## config.mk

```make
export PLATFORM = sky130hd
export DESIGN_NAME = commit_unit
export DESIGN_NICKNAME = d
export VERILOG_FILES = /design/src/rtl/commit_unit_pkg.sv /design/src/rtl/commit_fifo.sv /design/src/rtl/commit_unit.sv
export SDC_FILE = /design/constraint.sdc
export NUM_CORES = 1
export LEC_CHECK = 0
export CAP_MARGIN = 20
export CORE_MARGIN = 4
export CORE_UTILIZATION = 55
export CTS_CLUSTER_SIZE = 8
export DETAILED_ROUTE_END_ITERATION = 8
export GPL_TIMING_DRIVEN = 0
export PLACE_DENSITY_LB_ADDON = 0.08
export SLEW_MARGIN = 0
export SYNTH_ARGS = -nofsm -noshare
export SYNTH_HDL_FRONTEND = slang
export SYNTH_SLANG_ARGS = --single-unit
```

## constraint.sdc

```tcl
create_clock -name clock -period 3.65 [get_ports clock]
set_input_delay 0.9125 -clock clock [delete_from_list [all_inputs] [get_ports clock]]
set_output_delay 0.9125 -clock clock [all_outputs]
set_load 0.005 [all_outputs]
```

## src/rtl/commit_unit_pkg.sv

```systemverilog
// Shared types and constants for the commit stage: FSM encoding, entry layout, widths.
package commit_unit_pkg;

  localparam int REG_ADDR_W = 5;
  localparam int XLEN       = 32;

  typedef enum logic {
    RUN  = 1'b0,
    HALT = 1'b1
  } commit_state_e;

  // Entry layout, MSB first: {wena, waddr, wdata, pc, ebreak}
  typedef struct packed {
    logic                  wena;
    logic [REG_ADDR_W-1:0] waddr;
    logic [XLEN-1:0]       wdata;
    logic [XLEN-1:0]       pc;
    logic                  ebreak;
  } commit_entry_t;

  localparam int ENTRY_W    = 1 + REG_ADDR_W + XLEN + XLEN + 1;
  localparam int OFF_EBREAK = 0;
  localparam int OFF_PC     = 1;
  localparam int OFF_WDATA  = OFF_PC + XLEN;
  localparam int OFF_WADDR  = OFF_WDATA + XLEN;
  localparam int OFF_WENA   = OFF_WADDR + REG_ADDR_W;

endpackage

```

## src/rtl/commit_fifo.sv

```systemverilog
// Synchronous FIFO with extra-MSB pointers; head is read combinationally.
module commit_fifo #(
  parameter int DEPTH = 4,
  parameter int WIDTH = 71
) (
  input  logic             clock,
  input  logic             reset_n,
  input  logic             push,
  input  logic [WIDTH-1:0] push_data,
  input  logic             pop,
  output logic [WIDTH-1:0] head_data,
  output logic             full,
  output logic             empty
);

  localparam int AW    = $clog2(DEPTH);
  localparam int PTR_W = AW + 1;

  logic [WIDTH-1:0] mem [DEPTH];
  logic [PTR_W-1:0] wr_ptr;
  logic [PTR_W-1:0] rd_ptr;
  logic             do_push;
  logic             do_pop;

  assign empty = (wr_ptr == rd_ptr);
  assign full  = (wr_ptr[AW] != rd_ptr[AW]) && (wr_ptr[AW-1:0] == rd_ptr[AW-1:0]);

  // A push into a full FIFO is legal when the head leaves on the same edge.
  assign do_pop  = pop && !empty;
  assign do_push = push && (!full || do_pop);

  assign head_data = mem[rd_ptr[AW-1:0]];

  always_ff @(posedge clock or negedge reset_n) begin
    if (!reset_n) begin
      wr_ptr <= '0;
      rd_ptr <= '0;
    end else begin
      if (do_push) wr_ptr <= wr_ptr + PTR_W'(1);
      if (do_pop)  rd_ptr <= rd_ptr + PTR_W'(1);
    end
  end

  always_ff @(posedge clock) begin
    if (do_push) mem[wr_ptr[AW-1:0]] <= push_data;
  end

endmodule

```

## src/rtl/commit_unit.sv

```systemverilog
// In-order commit stage: buffers execute results and retires one per cycle to the register file.
module commit_unit
  import commit_unit_pkg::*;
#(
  parameter int DEPTH = 4
) (
  input  logic                  clock,
  input  logic                  reset_n,
  input  logic                  exu_valid_i,
  output logic                  exu_ready_o,
  input  logic                  exu_wena_i,
  input  logic [REG_ADDR_W-1:0] exu_waddr_i,
  input  logic [XLEN-1:0]       exu_wdata_i,
  input  logic [XLEN-1:0]       exu_pc_i,
  input  logic                  exu_ebreak_i,
  input  logic                  commit_hold_i,
  output logic                  commit_valid_o,
  output logic                  commit_wena_o,
  output logic [REG_ADDR_W-1:0] commit_waddr_o,
  output logic [XLEN-1:0]       commit_wdata_o,
  output logic [XLEN-1:0]       commit_pc_o,
  output logic                  halt_o,
  output logic [63:0]           instret_o,
  output commit_state_e         state_o
);

  // Handshake: a result transfers on a rising edge where exu_valid_i && exu_ready_o.
  // exu_ready_o is decoded from registered state only, never from exu_valid_i.

  commit_state_e state, state_next;
  commit_entry_t push_entry;
  commit_entry_t head_entry;
  logic [ENTRY_W-1:0] head_bits;
  logic fifo_full;
  logic fifo_empty;
  logic push;
  logic pop;

  assign exu_ready_o = !fifo_full && (state == RUN);
  assign push        = exu_valid_i && exu_ready_o;
  assign pop         = (state == RUN) && !fifo_empty && !commit_hold_i;
  assign state_o     = state;

  assign push_entry.wena   = exu_wena_i;
  assign push_entry.waddr  = exu_waddr_i;
  assign push_entry.wdata  = exu_wdata_i;
  assign push_entry.pc     = exu_pc_i;
  assign push_entry.ebreak = exu_ebreak_i;
  assign head_entry        = commit_entry_t'(head_bits);

  commit_fifo #(
    .DEPTH(DEPTH),
    .WIDTH(ENTRY_W)
  ) u_fifo (
    .clock     (clock),
    .reset_n   (reset_n),
    .push      (push),
    .push_data (push_entry),
    .pop       (pop),
    .head_data (head_bits),
    .full      (fifo_full),
    .empty     (fifo_empty)
  );

  always_ff @(posedge clock or negedge reset_n) begin
    if (!reset_n) state <= RUN;
    else          state <= state_next;
  end

  always_comb begin
    state_next = state;
    case (state)
      RUN:     if (pop && head_entry.ebreak) state_next = HALT;
      HALT:    state_next = HALT;
      default: state_next = RUN;
    endcase
  end

  // Payload registers hold their last value when no entry retires.
  always_ff @(posedge clock or negedge reset_n) begin
    if (!reset_n) begin
      commit_valid_o <= 1'b0;
      commit_wena_o  <= 1'b0;
      commit_waddr_o <= '0;
      commit_wdata_o <= '0;
      commit_pc_o    <= '0;
      halt_o         <= 1'b0;
      instret_o      <= '0;
    end else begin
      commit_valid_o <= pop;
      if (pop) begin
        commit_wena_o  <= head_entry.wena;
        commit_waddr_o <= head_entry.waddr;
        commit_wdata_o <= head_entry.wdata;
        commit_pc_o    <= head_entry.pc;
        instret_o      <= instret_o + 64'd1;
      end
      if (state_next == HALT) halt_o <= 1'b1;
    end
  end

endmodule

```

==> impl_metrics.tcl <==
set metrics [dict create \
    placement.cell_area_sq_mm 0.01913 \
    cts_buffer_depth 3 \
    maxSlewHeadroom_pct 28.66 \
    grt_pass1_vias 9333 \
    port_buffers 212 \
    tns_ps 0 \
    yosysSeqAreaShare_pct 73.94 \
    drc_errors 0 \
    core_area_sq_mm 0.02901 \
    finalInstanceArea_sq_mm 0.02084 \
    grt_pass1_wl_um 53160 \
    routabilityCongestion 0.8481 \
    p_per_area_mw_per_mm2 654.0 \
    required_ps 2740 \
    drive_gt1_share_pct 19.70 \
    cap_violations 0 \
    initial_core_util_pct 56.44 \
    layout_worst_path_cycle_share_pct 93.24 \
    firstDrtPassIters 5 \
    final_max_slew_viol_count 0 \
    worst_r2r_path_depth 6 \
    synth_cells 867 \
    dp_hpwl_um 20780 \
    crit_type "reg -> out" \
    overflow 0 \
    fmax_mhz 293.8 \
    synthesis.nets 948 \
    cts_buffers 59 \
    final_nets 1226 \
    final-setup-viol-count 0 \
    status "finished clean" \
    grt_start_max_net_pins 92 \
    die_area_sq_mm 0.03260 \
    leakagePower_uw 0.007546 \
    ir_drop_v 0.0005289 \
    htree_levels 2 \
    antenna_found_initial 0 \
    synth_seq_cells 427 \
    dp_slack_ps -231.6 \
    vias 8773 \
    cts_tree "built" \
    worst_pin_slew_ps 1065 \
    ys_warn_count 0 \
    insertion_delay_ps 590 \
    arrival_ps 2490 \
    fin_skew_ps 40.34 \
    rsz0062_at_grt "false" \
    crit_path_end_kind "output port" \
    area_delta_synth_final_pct 27.26 \
    drtAntennaViolNets 0 \
    io_pins 213 \
    clock_sinks 427 \
    fin_ws_ps 246.7 \
    worstSetupStartpointType "flip-flop" \
    whs_ps 261.5 \
    std_cell_rows 62 \
    syn_avg_cell_area_sq_um 18.89 \
    cts_root_buf "clkbuf_16" \
    die_w_um 180.5 \
    final-hold-violation-count 0 \
    holdCritPathClass "in -> async" \
    postCtsHoldBufs 0 \
    postCtsSetupBuffers 0 \
    path_clk_slew_ps 50 \
    via_per_inst 5.581 \
    routedWlPerCell_um 21.23 \
    ys_types 33 \
    dieHeight_um 180.5 \
    detail_route.iter0.violations 600 \
    fin_crit_ps 3403 \
    antenna_cells 0 \
    grt_use_total_pct 20.69 \
    post_cts_resized 0 \
    syn_area_sq_mm 0.01637 \
    path_max_fanout 10 \
    wirelength_um 33380 \
]
logic make-up after synthesis:
group	count (synthesis)	share of synthesized area, %
adders and majority gates	6	0.4585
AOI/OAI and AO/OA	4	0.1528
DFF	427	73.94
muxes	143	14.72
buffers and inverters	36	0.8787
xor gates and xnor gates	71	3.798
and+or+nand+nor	180	6.059
report_power, final:
part           leakage, uW  internal, uW  switching [uW]
Sequential         0.00440          5610             298
Combinational      0.00234          1740            1070
Clock             0.000803          3000            1910
Yosys cell counts (all sizes together):
master  count  area [sq um]
xnor2      30         262.8
buf        13         57.55
o21ai       1         5.000
dfrtp     143          3578
nor3       24         120.1
nand2b      1         6.260
a31oi       2         12.51
or3b        1         11.26
or2         2         12.51
xor2       41         359.1
or3         2         12.51
nand2      35         131.4
ha          6         75.07
nand3      31         160.1
edfxtp    284          8528
mux2       72         810.8
o21bai      1         7.510
clkbuf     14         52.55
and3        9         56.30
and2        3         18.77
inv         9         33.78
nand4b      1         8.760
nor4       24         192.7
and4        1         8.760
nand4      23         162.7
or4         1         7.510
nor2       22         82.58
mux4       71          1599
layer usage:
layer	GRT usage, %	part of all wire [%]
met1	28.17	42
met2	34.32	50
met3	5.390	6.8
met4	4.598	1.3
met5	0	0
stage by stage:
stage / utilization (%) / power (uW) / std cells
6_report: 71.83 / 13630 / 1572
3_5_place_dp: 65.94 / 8845 / 1468
5_1_grt: 71.83 / 14280 / 1572
2_1_floorplan: - / 7448 / 867
4_1_cts: 71.83 / 13810 / 1572
3_3_place_gp: 65.41 / 8793 / 1463
path summary, 6_finish.rpt:
kind                                        end  slack, ps             start
max in group asynchronous         instret_o[49]       2540           reset_n
worst max-delay path                exu_ready_o        250  u_fifo.rd_ptr[0]
worst min register to register    instret_o[63]        460     instret_o[63]
min in group clock                instret_o[63]        460     instret_o[63]
worst max register to register   commit_pc_o[2]        640  u_fifo.rd_ptr[0]
worst min-delay path            commit_pc_o[16]        260           reset_n
worst max-delay path: stages, from the launching register on:
cell	delay (ps)
dfrtp_1	340
buf_2	330
xnor2_1	180
a31oi_1	430
clkdlybuf4s50_1	650
state kept, by name (all words and copies together) (netlist names):
name / cells
u_fifo.mem: 284
instret_o: 64
commit_pc_o: 32
commit_wdata_o: 32
commit_waddr_o: 5
u_fifo.rd_ptr: 3
u_fifo.wr_ptr: 3
commit_valid_o: 1
commit_wena_o: 1
halt_o: 1
state_o: 1
layout make-up:
type / instances / area [sq um]
Clock buffer: 100 / 1630
Fill cell: 1841 / 8174
Inverter: 9 / 33.78
Sequential cell: 427 / 12110
Clock inverter: 4 / 76.32
Buffer: 27 / 110.1
Tap cell: 384 / 480.5
Multi-Input combinational cell: 404 / 4144
Timing Repair Buffer: 217 / 2257
cells in the final DEF (no fill, tap or decap), types with 2 or more instances in the layout:
cell type        Yosys  routed
edfxtp_1           284     284
inv_1                9       9
nand3_1             30      30
and2_1               3       3
clkbuf_1            14      55
clkdlybuf4s50_1      0     211
and3_4               0       4
a31oi_1              2       2
and3_1               9       5
clkinv_16            0       2
nand4_1             20      20
buf_1                6       6
clkbuf_16            0      59
buf_2                7       7
nor2_1              22      22
dfrtp_1            143     143
nor4_2               2       2
ha_1                 6       6
xor2_1              41      41
buf_16               0       4
or3_1                2       2
mux4_2              71      71
or2_2                2       2
mux2_2              72      72
nor4_1              20      20
nand2_1             35      35
nor3_1              24      24
xnor2_1             30      30
nand4_2              3       3
nor4_4               2       2
No activity file was read; power rests on OpenSTA's default activity.
